File: src/rtl/pc_fetch_4b.sv
// rtl/pc_fetch_4b.sv - program counter and request/ack instruction-fetch sequencer
module pc_fetch_4b #(
  parameter logic [3:0] RESET_PC = 4'h0
) (
  input  logic       clk,
  input  logic       rst,
  input  logic       stall,
  input  logic       branch_taken,
  input  logic [3:0] branch_target,
  output logic       imem_req,
  output logic [3:0] imem_addr,
  input  logic       imem_ack,
  input  logic [7:0] imem_data,
  output logic       instr_valid,
  input  logic       instr_ready,
  output logic [7:0] instr_out,
  output logic [3:0] instr_pc,
  output logic [3:0] pc,
  output logic [3:0] pc_plus1,
  output logic [3:0] branch_target_q,
  output logic       next_sel
);

  typedef enum logic [1:0] {
    IDLE  = 2'd0,
    REQ   = 2'd1,
    DRAIN = 2'd2,
    ISSUE = 2'd3
  } state_t;

  state_t     state_q, state_d;
  logic [3:0] pc_q, pc_d;
  logic [3:0] addr_q, addr_d;
  logic [7:0] instr_out_q, instr_out_d;
  logic [3:0] instr_pc_q, instr_pc_d;
  logic [3:0] btgt_q, btgt_d;
  logic       next_sel_q, next_sel_d;

  always_comb begin
    state_d     = state_q;
    pc_d        = pc_q;
    addr_d      = addr_q;
    instr_out_d = instr_out_q;
    instr_pc_d  = instr_pc_q;
    btgt_d      = btgt_q;
    next_sel_d  = 1'b0;

    case (state_q)
      IDLE: begin
        if (branch_taken) begin
          pc_d = branch_target;
        end
        if (!stall) begin
          state_d = REQ;
          addr_d  = branch_taken ? branch_target : pc_q;
        end
      end

      REQ: begin
        // Stall is ignored here: the memory handshake must complete.
        if (imem_ack && branch_taken) begin
          pc_d   = branch_target;
          addr_d = branch_target;
        end else if (imem_ack) begin
          instr_out_d = imem_data;
          instr_pc_d  = addr_q;
          pc_d        = pc_q + 4'd1;
          state_d     = ISSUE;
        end else if (branch_taken) begin
          pc_d    = branch_target;
          state_d = DRAIN;
        end
      end

      DRAIN: begin
        // The request at the old address is still outstanding; its data is dropped.
        if (branch_taken) begin
          pc_d = branch_target;
        end
        if (imem_ack) begin
          state_d = REQ;
          addr_d  = branch_taken ? branch_target : pc_q;
        end
      end

      ISSUE: begin
        if (branch_taken) begin
          pc_d    = branch_target;
          addr_d  = branch_target;
          state_d = REQ;
        end else if (instr_ready && !stall) begin
          addr_d  = pc_q;
          state_d = REQ;
        end
      end

      default: begin
        state_d = IDLE;
      end
    endcase

    if (branch_taken) begin
      btgt_d     = branch_target;
      next_sel_d = 1'b1;
    end
  end

  always_ff @(posedge clk) begin
    if (rst) begin
      state_q     <= IDLE;
      pc_q        <= RESET_PC;
      addr_q      <= RESET_PC;
      instr_out_q <= 8'h00;
      instr_pc_q  <= 4'h0;
      btgt_q      <= 4'h0;
      next_sel_q  <= 1'b0;
    end else begin
      state_q     <= state_d;
      pc_q        <= pc_d;
      addr_q      <= addr_d;
      instr_out_q <= instr_out_d;
      instr_pc_q  <= instr_pc_d;
      btgt_q      <= btgt_d;
      next_sel_q  <= next_sel_d;
    end
  end

  assign imem_req        = (state_q == REQ) || (state_q == DRAIN);
  assign instr_valid     = (state_q == ISSUE);
  assign imem_addr       = addr_q;
  assign instr_out       = instr_out_q;
  assign instr_pc        = instr_pc_q;
  assign pc              = pc_q;
  assign pc_plus1        = pc_q + 4'd1;
  assign branch_target_q = btgt_q;
  assign next_sel        = next_sel_q;

endmodule
File: config.mk
export PLATFORM = sky130hd
export DESIGN_NAME = pc_fetch_4b
export DESIGN_NICKNAME = d
export VERILOG_FILES = /design/src/rtl/pc_fetch_4b.sv
export SDC_FILE = /design/constraint.sdc
export NUM_CORES = 1
export LEC_CHECK = 0
export BUFFER_PORTS_ARGS = -buffer_cell sky130_fd_sc_hd__buf_2
export CORE_MARGIN = 2
export CORE_UTILIZATION = 43
export CTS_CLUSTER_SIZE = 20
export DETAILED_ROUTE_END_ITERATION = 12
export GPL_TIMING_DRIVEN = 0
export PLACE_DENSITY = 0.74
export SYNTH_ARGS = -nofsm -noshare
export SYNTH_HDL_FRONTEND = slang
export SYNTH_SLANG_ARGS = --single-unit
File: constraint.sdc
create_clock -name clk -period 1.6 [get_ports clk]
set_input_delay 0.32 -clock clk [delete_from_list [all_inputs] [get_ports clk]]
set_output_delay 0.32 -clock clk [all_outputs]
set_load 0.02 [all_outputs]
# [After elaboration in Yosys (flattened, before gate mapping)]
# Index checks and enable logic that the tools add are counted.
[word_totals] reg_bits=27 inputBits=18 out_inout_bits=31 word_cells=46
[op_classes] addsub=1 eq_ne=9 muxes=19 n_bitwise=1 reduce_logical=9
[ops] operator="$mux W4" n=8
[ops] operator="$pmux W4 S4" n=1
[ops] operator="$mux W2" n=7
[ops] operator="$ne A2 B2 Y1 const B" n=4
[ops] operator="$pmux W2 S4" n=1
[ops] operator="$pmux W4 S2" n=1
[ops] operator="$reduce_and A5 Y1" n=1
[ops] operator="$add A4 B1 Y4 const B" n=1
[ops] operator="$eq A2 B2 Y1 const B" n=2
[ops] operator="$reduce_and A4 Y1" n=1
[ops] operator="$ne A3 B2 Y1 const B" n=1
[ops] operator="$ne A3 B3 Y1 const B" n=1
[ops] operator="$reduce_and A3 Y1" n=1
[ops] operator="$reduce_or A3 Y1" n=1
[ops] operator="$eq A2 B1 Y1 const B" n=1
[ops] operator="$logic_and A1 B1 Y1" n=2
[ops] operator="$logic_not A2 Y1" n=1
[ops] operator="$logic_not A1 Y1" n=1
[ops] operator="$logic_or A1 B1 Y1" n=1
[ops] operator="$mux W1" n=1
[ops] operator="$not A1 Y1" n=1

# [Depth between registers and ports, before layout]
# Gate-level depths: netlist of run 1.
[depth] depth_word=5 depth_mapped=7 ltp_nobuf=6

# [Least setup slack after synthesis of run 1]
# Ideal clock, no wire load.
[synth_path] path_type="register to register" from="register state_q[1]" to="register state_q[0]" setup_time_ns=0.121 t_arrival_ns=1.443 required_time_ns=1.479 setup_slack_ns=0.037 path_stages_with_launch=7 path_buffers=1 path_cell_list="dfxtp_1 -> inv_1 -> ha_1 -> buf_4 -> a21o_1 -> a21oi_1 -> mux2_2"
[synth_via] elab_chain_cells=3 elab_cells_between_ends=11 classes_between="eq/ne (8); mux (1); reduce/logical (2)"
[synth_rtl] item="start, declared" line="31" source="state_t state_q, state_d;"
[synth_rtl] item="start signal, assigned" line="118" source="state_q <= state_d;"
[synth_rtl] item="$eq A2 B2 Y1 (tied with other cells)" line="48" source="case (state_q)"
[synth_rtl] item="$ne A3 B2 Y1 (no line) (tied with other cells)"
[synth_rtl] item="$reduce_and A5 Y1 (no line)"
# Several ways; a longest one is shown, not always the timed one.
# A chain may end at the register's enable or synchronous reset.

# [Final worst setup path of run 1]
[layout_path] from="register state_q[0]" to="output port imem_req"
[layout_via] elab_chain_cells=2 elab_cells_between_ends=3 classes_between="eq/ne (2); reduce/logical (1)"
[layout_rtl] item="$eq A2 B1 Y1 or $eq A2 B2 Y1 (tied branches)" line="128" source="assign imem_req = (state_q == REQ) || (state_q == DRAIN);"
[layout_rtl] item="$logic_or A1 B1 Y1 (*)" line="128"
[layout_rtl] item="end, declared" line="10" source="output logic imem_req,"
# Mark *: on every way between the ends. The rest lies on a longest branch, timed or not.

==> flow_summary.json, run 1 <==
{
  "status": "complete, no violations",
  "grt_usage_pct": 17.59,
  "hold_start": "imem_data[6]",
  "drt_iter0_drc": 19,
  "yosysTopAreaCell": "dfxtp_1",
  "crit_chain": "inv_2, ha_1, buf_4",
  "grt_pass1_vias": 1055,
  "drc": 0,
  "r2r_cells": 6,
  "synth-edff-count": 0,
  "dpl_cell_area_sq_um": 1554,
  "routed_wl_um": 2971,
  "power_frac_seq_pct": 47.5,
  "io_pins": 49,
  "rsz0062_at_grt": "yes",
  "grt_max_degree": 17,
  "cp.arrival_ns": 1.23,
  "worst_ir_drop_vdd_v": 0.0006790,
  "slew_headroom_pct": 70.28,
  "antenna_found_initial": 0,
  "swShare_pct": 35.22,
  "min_path_type": "in -> reg",
  "synth_seq_cells": 27,
  "synth.most_common_cell": "dfxtp_1",
  "die_w_um": 58.56,
  "drive_gt1_share_pct": 39.20,
  "drv_slew": 0,
  "finClkSkew_ns": 0.003935,
  "hpwl_um": 2186,
  "synthTopCellsByArea": "dfxtp_1 42%, mux2i_1 8.6%, a21oi_1 7.4%",
  "die_area_sq_um": 3429,
  "period_needed_ns": 1.552,
  "ys_warn_count": 0,
  "holdWs_ns": 0.2079,
  "via_per_inst": 5.191,
  "design.core.area_sq_um": 2781,
  "cp.required_ns": 1.28,
  "hold_viol": 0,
  "setup-tns-final_ns": 0,
  "path_clk_slew_ns": 0.15,
  "holdPathEnd": "instr_out[6]",
  "placementRows": 19,
  "portBuffers": 47,
  "clock_sinks": 27,
  "cts_hold_buffers": 0,
  "synth_area_sq_um": 1280,
  "cts-root-buf": "clkbuf_4",
  "max_cap_viol_count": 0,
  "rr_startpoint": "state_q[1]",
  "area_growth_pct": 31.67,
  "critPathLaunchType": "flip-flop",
  "ys_seq_area_share_pct": 42.23,
  "num_vias": 1194,
  "num_antenna_cells": 0,
  "htreeDepth": 1,
  "grt_pass1_wl_um": 4685,
  "r2r-end": "state_q[0]",
  "p_int_mw": 1.047,
  "antenna_left": 0,
  "synth_commonest_cells": "27 x dfxtp_1, 19 x a21oi_1, 17 x nand2_1",
  "hold_path_depth": 3,
  "synthFlopType": "dfxtp_1",
  "fmax_mhz": 644.5,
  "fin_area_sq_um": 1685,
  "synth_cell_type_count": 29,
  "syn_inst": 144,
  "switching_power_uw": 569.5,
  "crit_path_max_incr_delay_ns": 0.40,
  "overflow": 0,
  "setup_viol_count_final": 0,
  "gp_congestion": 0.7765,
  "syn_avg_cell_area_sq_um": 8.889,
  "clk_latency_ns": 0.34,
  "cts-buffers-inserted": 3,
  "comb_power_share_pct": 33.0,
  "dr.pass1.iters": 4,
  "preCtsSetupSlack_ns": -0.1013,
  "synthArstFlopShare_pct": 0,
  "power.density_nw_per_um2": 959.3,
  "reg2reg_slack_ns": 0.05,
  "fp.dieH_um": 58.56,
  "path_max_fanout": 4,
  "finalCritPeriodShare_pct": 96.97,
  "tightest_slew_ns": 0.4458,
  "slowest_stage": "dfxtp_2",
  "initial_core_util_pct": 46.02,
  "synth.net_count": 168,
  "setup.worst_path.end_class": "primary output",
  "p_leak_nw": 0.7708,
  "crit_type": "reg -> out",
  "synth_top_area_share_pct": 42.23,
  "nNetsFinal": 224,
  "wl_per_cell_um": 12.92,
  "setup_ws_ns": 0.04843,
  "cts_tree": "built",
  "p_clk_share_pct": 19.4,
  "clockBufferDepth": 2
}
## layer usage
layer | vias to the layer above | routed length, um | track usage (%)
met5 | - | 0 | 0
met4 | 0 | 48 | 5.980
met1 | 560 | 1271 | 21.64
met3 | 5 | 139 | 3.516
li1 | 602 | - | -
met2 | 27 | 1512 | 30.50
## worst max path at each step
stage,startpoint,end,depth (start not counted)
floorplan,state_q[1],state_q[0],6
global placement,state_q[1],state_q[0],6
detailed placement,state_q[1],imem_addr[1],6
CTS,pc[0],pc_plus1[2],3
global route,state_q[1],state_q[0],6
finish,state_q[0],imem_req,3
## worst max-delay path, delay by kind of cell (launching register included)
family / cells / cell delay, ns
buffers and inverters: 2 / 0.22
DFF: 1 / 0.40
adders and majority gates: 1 / 0.28
## power by group through the flow
stage               clock [mW]  combinational [mW]  sequential [mW]
finish                   0.314               0.534            0.769
global route             0.355               0.579            0.777
CTS                      0.319               0.494            0.764
detailed placement           0               0.478            0.778
global placement             0               0.468            0.776
floorplan                    0               0.296            0.823
## cell families after synthesis
| kind of cell | after synthesis | share of synthesized area [%] |
|---|---|---|
| compound gates | 29 | 14.18 |
| xor+xnor | 4 | 2.738 |
| buf+inv | 14 | 5.279 |
| simple gates | 52 | 20.23 |
| fa+ha+maj | 6 | 5.865 |
| mux | 12 | 9.482 |
| flops | 27 | 42.23 |
## metrics by stage
step                      cells  total power [mW]  util (%)
final                       230             1.617     60.59
after floorplan             144             1.119         -
after detailed placement    222             1.256     55.87
after CTS                   227             1.578     57.85
after global placement      222             1.244     55.87
after global routing        230             1.711     60.59
## registers in the layout, indices dropped and copies added (netlist names)
signal,cells
pc,4
imem_addr,4
state_q,2
instr_pc,4
instr_out,8
branch_target_q,4
next_sel,1
## what timing repair did
| action | 4_1_cts | 5_1_grt |
|---|---|---|
| endpoints found under the setup margin | 8 | 8 |
| pin swaps | 0 | 9 |
| resized for setup | 10 | 14 |
| setup buffers | 1 | 3 |
## cell type report
cell class	count	area (sq um)
clock buffer	3	22.52
buffer	9	52.55
sequential	27	554.3
fill	238	1096
clock inverter	1	7.507
inverter	5	18.77
timing repair buffer	51	272.8
multi-input combinational	103	718.2
tap	31	38.79
## layout by cell type, fill, tap and decap left out, drive strengths merged
cell,instances
buf,58
nand2,17
o21a,1
xor2,1
a21boi,1
clkinvlp,1
ha,6
dfxtp,27
a21oi,19
clkbuf,5
or3,4
a222oi,1
o21ai,4
nor3,1
nor2,8
o221ai,1
a21o,1
nor2b,4
inv,5
nand3,14
nand2b,4
mux2i,11
xnor2,3
mux2,1
a211oi,1
(Power assumes the default switching activity.)
==> run 2, diff against run 1 <==
--- a/config.mk
+++ b/config.mk
@@ -11,7 +11,7 @@
 export CTS_CLUSTER_SIZE = 20
 export DETAILED_ROUTE_END_ITERATION = 12
 export GPL_TIMING_DRIVEN = 0
-export PLACE_DENSITY = 0.74
+export PLACE_DENSITY = 0.77
 export SYNTH_ARGS = -nofsm -noshare
 export SYNTH_HDL_FRONTEND = slang
 export SYNTH_SLANG_ARGS = --single-unit
==> constraint.sdc (replaced) <==
create_clock -name clk -period 1.3 [get_ports clk]
set_input_delay 0.26 -clock clk [delete_from_list [all_inputs] [get_ports clk]]
set_output_delay 0.26 -clock clk [all_outputs]
set_load 0.02 [all_outputs]
==> run 2 against run 1 <==
  * The flow now finishes with violations (setup timing)
  * Combinational power is 69% higher
  * First-iteration DRC count rose by 68%
  * Sequential power rose by 26%
  * Worst setup slack lost 0.27 ns
  * Global-route usage rose by 3.0 points
  * Wire length increased by 24%
  * Clock skew fell by 0.0031 ns
  * Cell count rose by 5.2%
  * Critical path type is now reg -> reg
==> flow_summary.json, run 2 (synthesis results as in run 1) <==
{
  "setup.worst_path.end_class": "flip-flop",
  "hpwl_um": 2284,
  "max_cap_viol_count": 0,
  "portBuffers": 47,
  "num_antenna_cells": 0,
  "crit_type": "reg -> reg",
  "cts-root-buf": "clkbuf_4",
  "grt_pass1_vias": 1234,
  "largest_reg_flops": 8,
  "min_path_type": "in -> reg",
  "design.core.area_sq_um": 2781,
  "critPathLaunchType": "flip-flop",
  "via_per_inst": 5.380,
  "drc": 0,
  "die_w_um": 58.56,
  "preCtsSetupSlack_ns": -0.2272,
  "utilization_pct": 70.00,
  "num_vias": 1302,
  "setup_viol_count_final": 13,
  "antenna_left": 0,
  "drv_slew": 0,
  "path_max_fanout": 7,
  "grt_pass1_wl_um": 5513,
  "overflow": 0,
  "clk_latency_ns": 0.33,
  "finalNonFillerCells": 242,
  "grt_usage_pct": 20.63,
  "drt_iter0_drc": 32,
  "finClkSkew_ns": 0.0008544,
  "n_fill_cell": 199,
  "finalPower_mw": 2.247,
  "p_leak_nw": 0.8769,
  "grt_max_degree": 17,
  "most-common-layout-cells": "40 x buf_2, 22 x dfxtp_1, 17 x a21oi_1",
  "dr.pass1.iters": 4,
  "power.density_nw_per_um2": 1154,
  "fmax_mhz": 655.6,
  "io_pins": 49,
  "gp_congestion": 0.7893,
  "failed_checks": "setup timing",
  "slew_headroom_pct": 62.77,
  "clockBufferDepth": 2,
  "worst_ir_drop_vdd_v": 0.0008902,
  "antenna_found_initial": 0,
  "clock_sinks": 27,
  "cp.required_ns": 1.52,
  "initial_core_util_pct": 46.02,
  "nNetsFinal": 236,
  "period_needed_ns": 1.525,
  "die_area_sq_um": 3429,
  "cts-buffers-inserted": 3,
  "finalCritPeriodShare_pct": 117.3,
  "placementRows": 19,
  "status": "complete, but fails checks",
  "routed_wl_um": 3684,
  "fp.dieH_um": 58.56,
  "hold_viol": 0,
  "rsz0062_at_grt": "yes",
  "placedCellCount": 222,
  "layout_commonest_cell": "buf_2",
  "tightest_slew_ns": 0.5573,
  "drive_gt1_share_pct": 47.87,
  "wl_per_cell_um": 15.22,
  "path_clk_slew_ns": 0.15,
  "cp.arrival_ns": 1.75,
  "cts_tree": "built",
  "setup_ws_ns": -0.2253,
  "htreeDepth": 1,
  "area_growth_pct": 52.10
}
-- run 2: cell types whose count changed in the layout (fill, tap and decap cells not counted), sizes merged --
cell / previous run / this run
buf: 58 / 71
clkbuf: 5 / 4
-- run 2: where the power goes --
group          leakage, nW  internal (mW)  switching [mW]
Clock               0.0139          0.118           0.262
Combinational        0.639          0.438           0.462
Sequential           0.224          0.895          0.0731
-- run 2: timing repair --
item	CTS	global route
setup buffers	13	6
cloned	0	1
hold buffers	0	0
gates resized for setup	41	16
pin swaps	12	6
setup endpoints to repair	22	29
-- run 2: layout make-up --
type / instances / area, sq um / area share [%]
clock inverter: 1 / 7.507 / 0.3856
tap: 31 / 38.79 / 1.992
sequential: 27 / 559.3 / 28.73
inverter: 5 / 28.78 / 1.478
buffer: 7 / 43.79 / 2.249
timing repair buffer: 65 / 441.7 / 22.69
clock buffer: 3 / 22.52 / 1.157
multi-input combinational: 103 / 804.5 / 41.32
-- run 2: layer usage --
layer | GRT usage [%] | vias up | share of wire [%]
met1 | 23.70 | 619 | 39
met4 | 7.641 | 0 | 1.1
met3 | 2.637 | 5 | 5.6
met2 | 38.52 | 48 | 54
li1 | - | 630 | -
met5 | 0 | - | 0
-- run 2: worst max-delay path: stages, from the launching register on --
cell and delay, ns:
dfxtp_4 0.39, buf_4 0.15, ha_4 0.16, inv_4 0.06, o221ai_4 0.13, buf_4 0.17
o21ai_0 0.27, a21oi_2 0.09
-- run 2: worst paths after layout --
path	start	endpoint	slack (ns)	depth (start not counted)
setup / recovery	state_q[1]	imem_addr[0]	-0.23	7
hold reg to reg	instr_out[4]	instr_out[4]	0.47	2
hold / removal	imem_data[2]	instr_out[2]	0.16	3
setup reg to reg	state_q[1]	imem_addr[0]	-0.23	7
-- run 2: per-stage QoR --
stage / area (sq um) / TNS, ns / hold WS [ns]
6_report: 1947 / -1.660 / 0.1605
2_1_floorplan: 1313 / -0.3399 / 0.4067
3_5_place_dp: 1587 / -3.029 / 0.4504
3_3_place_gp: 1587 / -1.827 / 0.4396
4_1_cts: 1861 / -1.623 / 0.1581
5_1_grt: 1947 / -2.508 / 0.1626
==> run 3, diff against run 2 <==
--- a/config.mk
+++ b/config.mk
@@ -12,6 +12,7 @@
 export DETAILED_ROUTE_END_ITERATION = 12
 export GPL_TIMING_DRIVEN = 0
 export PLACE_DENSITY = 0.77
+export SKIP_LAST_GASP = 1
 export SYNTH_ARGS = -nofsm -noshare
 export SYNTH_HDL_FRONTEND = slang
 export SYNTH_SLANG_ARGS = --single-unit
==> run 3 against run 2 <==
  * Via count down 2.1%
  * Critical path type unchanged
  * Critical endpoint is now imem_addr[3]
  * Wire length down 4.1%
  * Critical path depth down 1
  * Utilization down 0.13 points
  * Sequential share of layout area up 0.056 points
  * Clock-buffer cell count unchanged
  * Maximum frequency up 3.6%
  * Clock skew up 0.0037 ns
  * Register-to-register slack better by 0.05 ns
  * The flow still finishes with violations (setup timing)
  * Non-clock buffer count down 1
==> flow_summary.json, run 3 (synthesis results as in run 1) <==
{
  "status": "complete, but fails checks",
  "failed_checks": "setup timing",
  "cp.arrival_ns": 1.74,
  "setup_viol_count_final": 14,
  "initial_core_util_pct": 46.02,
  "rsz0062_at_grt": "yes",
  "drive_gt1_share_pct": 47.62,
  "cts_hold_buffers": 0,
  "nNetsFinal": 235,
  "holdPathEnd": "instr_out[2]",
  "max_cap_viol_count": 0,
  "fp.dieH_um": 58.56,
  "fin_area_sq_um": 1943,
  "power.density_nw_per_um2": 1155,
  "overflow": 0,
  "grt_pass1_vias": 1197,
  "setup_ws_ns": -0.1720,
  "die_area_sq_um": 3429,
  "via_per_inst": 5.290,
  "crit_path_max_incr_delay_ns": 0.41,
  "rr_startpoint": "state_q[1]",
  "period_needed_ns": 1.472,
  "largest_reg_flops": 8,
  "swShare_pct": 35.32,
  "critPathLaunchType": "flip-flop",
  "fmax_mhz": 679.4,
  "area_growth_pct": 51.81,
  "clockBufferDepth": 2,
  "drc": 0,
  "met3_length_um": 178,
  "crit_type": "reg -> reg",
  "cts-buffers-inserted": 3,
  "hold_viol": 0,
  "cts_tree": "built",
  "htreeDepth": 1,
  "clk_latency_ns": 0.33,
  "portBuffers": 47,
  "r2r-end": "imem_addr[3]",
  "num_vias": 1275,
  "antenna_left": 0,
  "tightest_slew_ns": 0.5532,
  "comb_power_share_pct": 39.9,
  "placementRows": 19,
  "path_max_fanout": 5,
  "wl_met1_um": 1416,
  "hold_start": "imem_data[2]",
  "setup.worst_path.end_class": "flip-flop",
  "wl_per_cell_um": 14.66,
  "finalPower_mw": 2.243,
  "worst_ir_drop_vdd_v": 0.0008896,
  "antenna_found_initial": 0,
  "die_w_um": 58.56,
  "gp_congestion": 0.7893,
  "highest_layer": "met4",
  "grt_usage_pct": 19.56,
  "p_leak_nw": 0.8715,
  "p_int_mw": 1.451,
  "drt_iter0_drc": 44,
  "clock_sinks": 27,
  "switching_power_uw": 792.4,
  "power_frac_seq_pct": 43.2,
  "drv_slew": 0,
  "wl_met2_um": 1898,
  "r2r_cells": 6,
  "dr.pass1.iters": 4,
  "finClkSkew_ns": 0.004508,
  "hold_path_depth": 3,
  "holdWs_ns": 0.1593,
  "num_antenna_cells": 0,
  "cp.required_ns": 1.57,
  "reg2reg_slack_ns": -0.17,
  "finalCritPeriodShare_pct": 113.2,
  "min_path_type": "in -> reg",
  "dpl_cell_area_sq_um": 1587,
  "layout_commonest_cell": "buf_2",
  "p_clk_share_pct": 16.9,
  "cts-root-buf": "clkbuf_4",
  "grt_pass1_wl_um": 5271,
  "design.core.area_sq_um": 2781,
  "io_pins": 49,
  "hpwl_um": 2284,
  "crit_chain": "inv_4, ha_4, nor2_4, mux2i_1, or3_1, a21oi_1",
  "routed_wl_um": 3532,
  "slew_headroom_pct": 63.04,
  "most-common-layout-cells": "40 x buf_2, 22 x dfxtp_1, 17 x a21oi_1",
  "path_clk_slew_ns": 0.15,
  "slowest_stage": "dfxtp_4",
  "grt_max_degree": 17
}
run 3: how the worst max path moves through the flow:
stage	from	end	slack [ns]	cells past startpoint
after global placement	state_q[0]	state_q[0]	-0.20	6
final	state_q[1]	imem_addr[3]	-0.17	6
after floorplan	state_q[1]	state_q[0]	-0.11	6
after global routing	state_q[1]	imem_addr[0]	-0.23	6
after CTS	state_q[1]	imem_addr[1]	-0.18	6
after detailed placement	state_q[0]	state_q[0]	-0.23	6
run 3: critical path, delay by kind of cell (launching register included):
kind,cells,cell delay [ns]
and+or+nand+nor,2,0.54
DFF,1,0.41
adders and majority gates,1,0.18
AOI/OAI and AO/OA,1,0.12
muxes,1,0.10
buffers and inverters,1,0.06
run 3: area by class of cell:
type	instances	area (sq um)
repair buffers	64	437.9
well taps	31	38.79
plain buffers	7	43.79
multi-input cells	103	804.5
flip-flops and latches	27	559.3
inverters	5	28.78
fillers	202	838.3
clock inverters	1	7.507
clock buffers	3	22.52
run 3: repair_timing:
item,4_1_cts,5_1_grt
cloned,0,1
buffers inserted,13,3
pin swaps,12,7
gates resized for setup,31,25
endpoints found under the setup margin,22,29
run 3: metal layers:
metal,GRT usage [%],vias to the layer above
met2,36.12,43
li1,-,626
met1,22.98,601
met4,6.645,0
met3,2.637,5
met5,0,-
run 3: metrics by stage:
stage          setup slack (ns)  util, %  setup TNS, ns  cells
2_1_floorplan           -0.1112        -        -0.3399    144
3_3_place_gp            -0.1981    57.04         -1.827    222
3_5_place_dp            -0.2272    57.04         -3.029    222
4_1_cts                 -0.1765    65.68         -1.758    237
5_1_grt                 -0.2272    69.86         -2.615    241
6_report                -0.1720    69.86         -1.570    241
run 3: power groups by stage:
stage                     Sequential (mW)  Clock, mW  Combinational, mW
after floorplan                      1.02          0              0.388
after global placement              0.962          0              0.600
after detailed placement            0.967          0              0.612
after CTS                           0.957      0.383              0.774
after global routing                0.977      0.416              0.957
final                               0.969      0.380              0.894
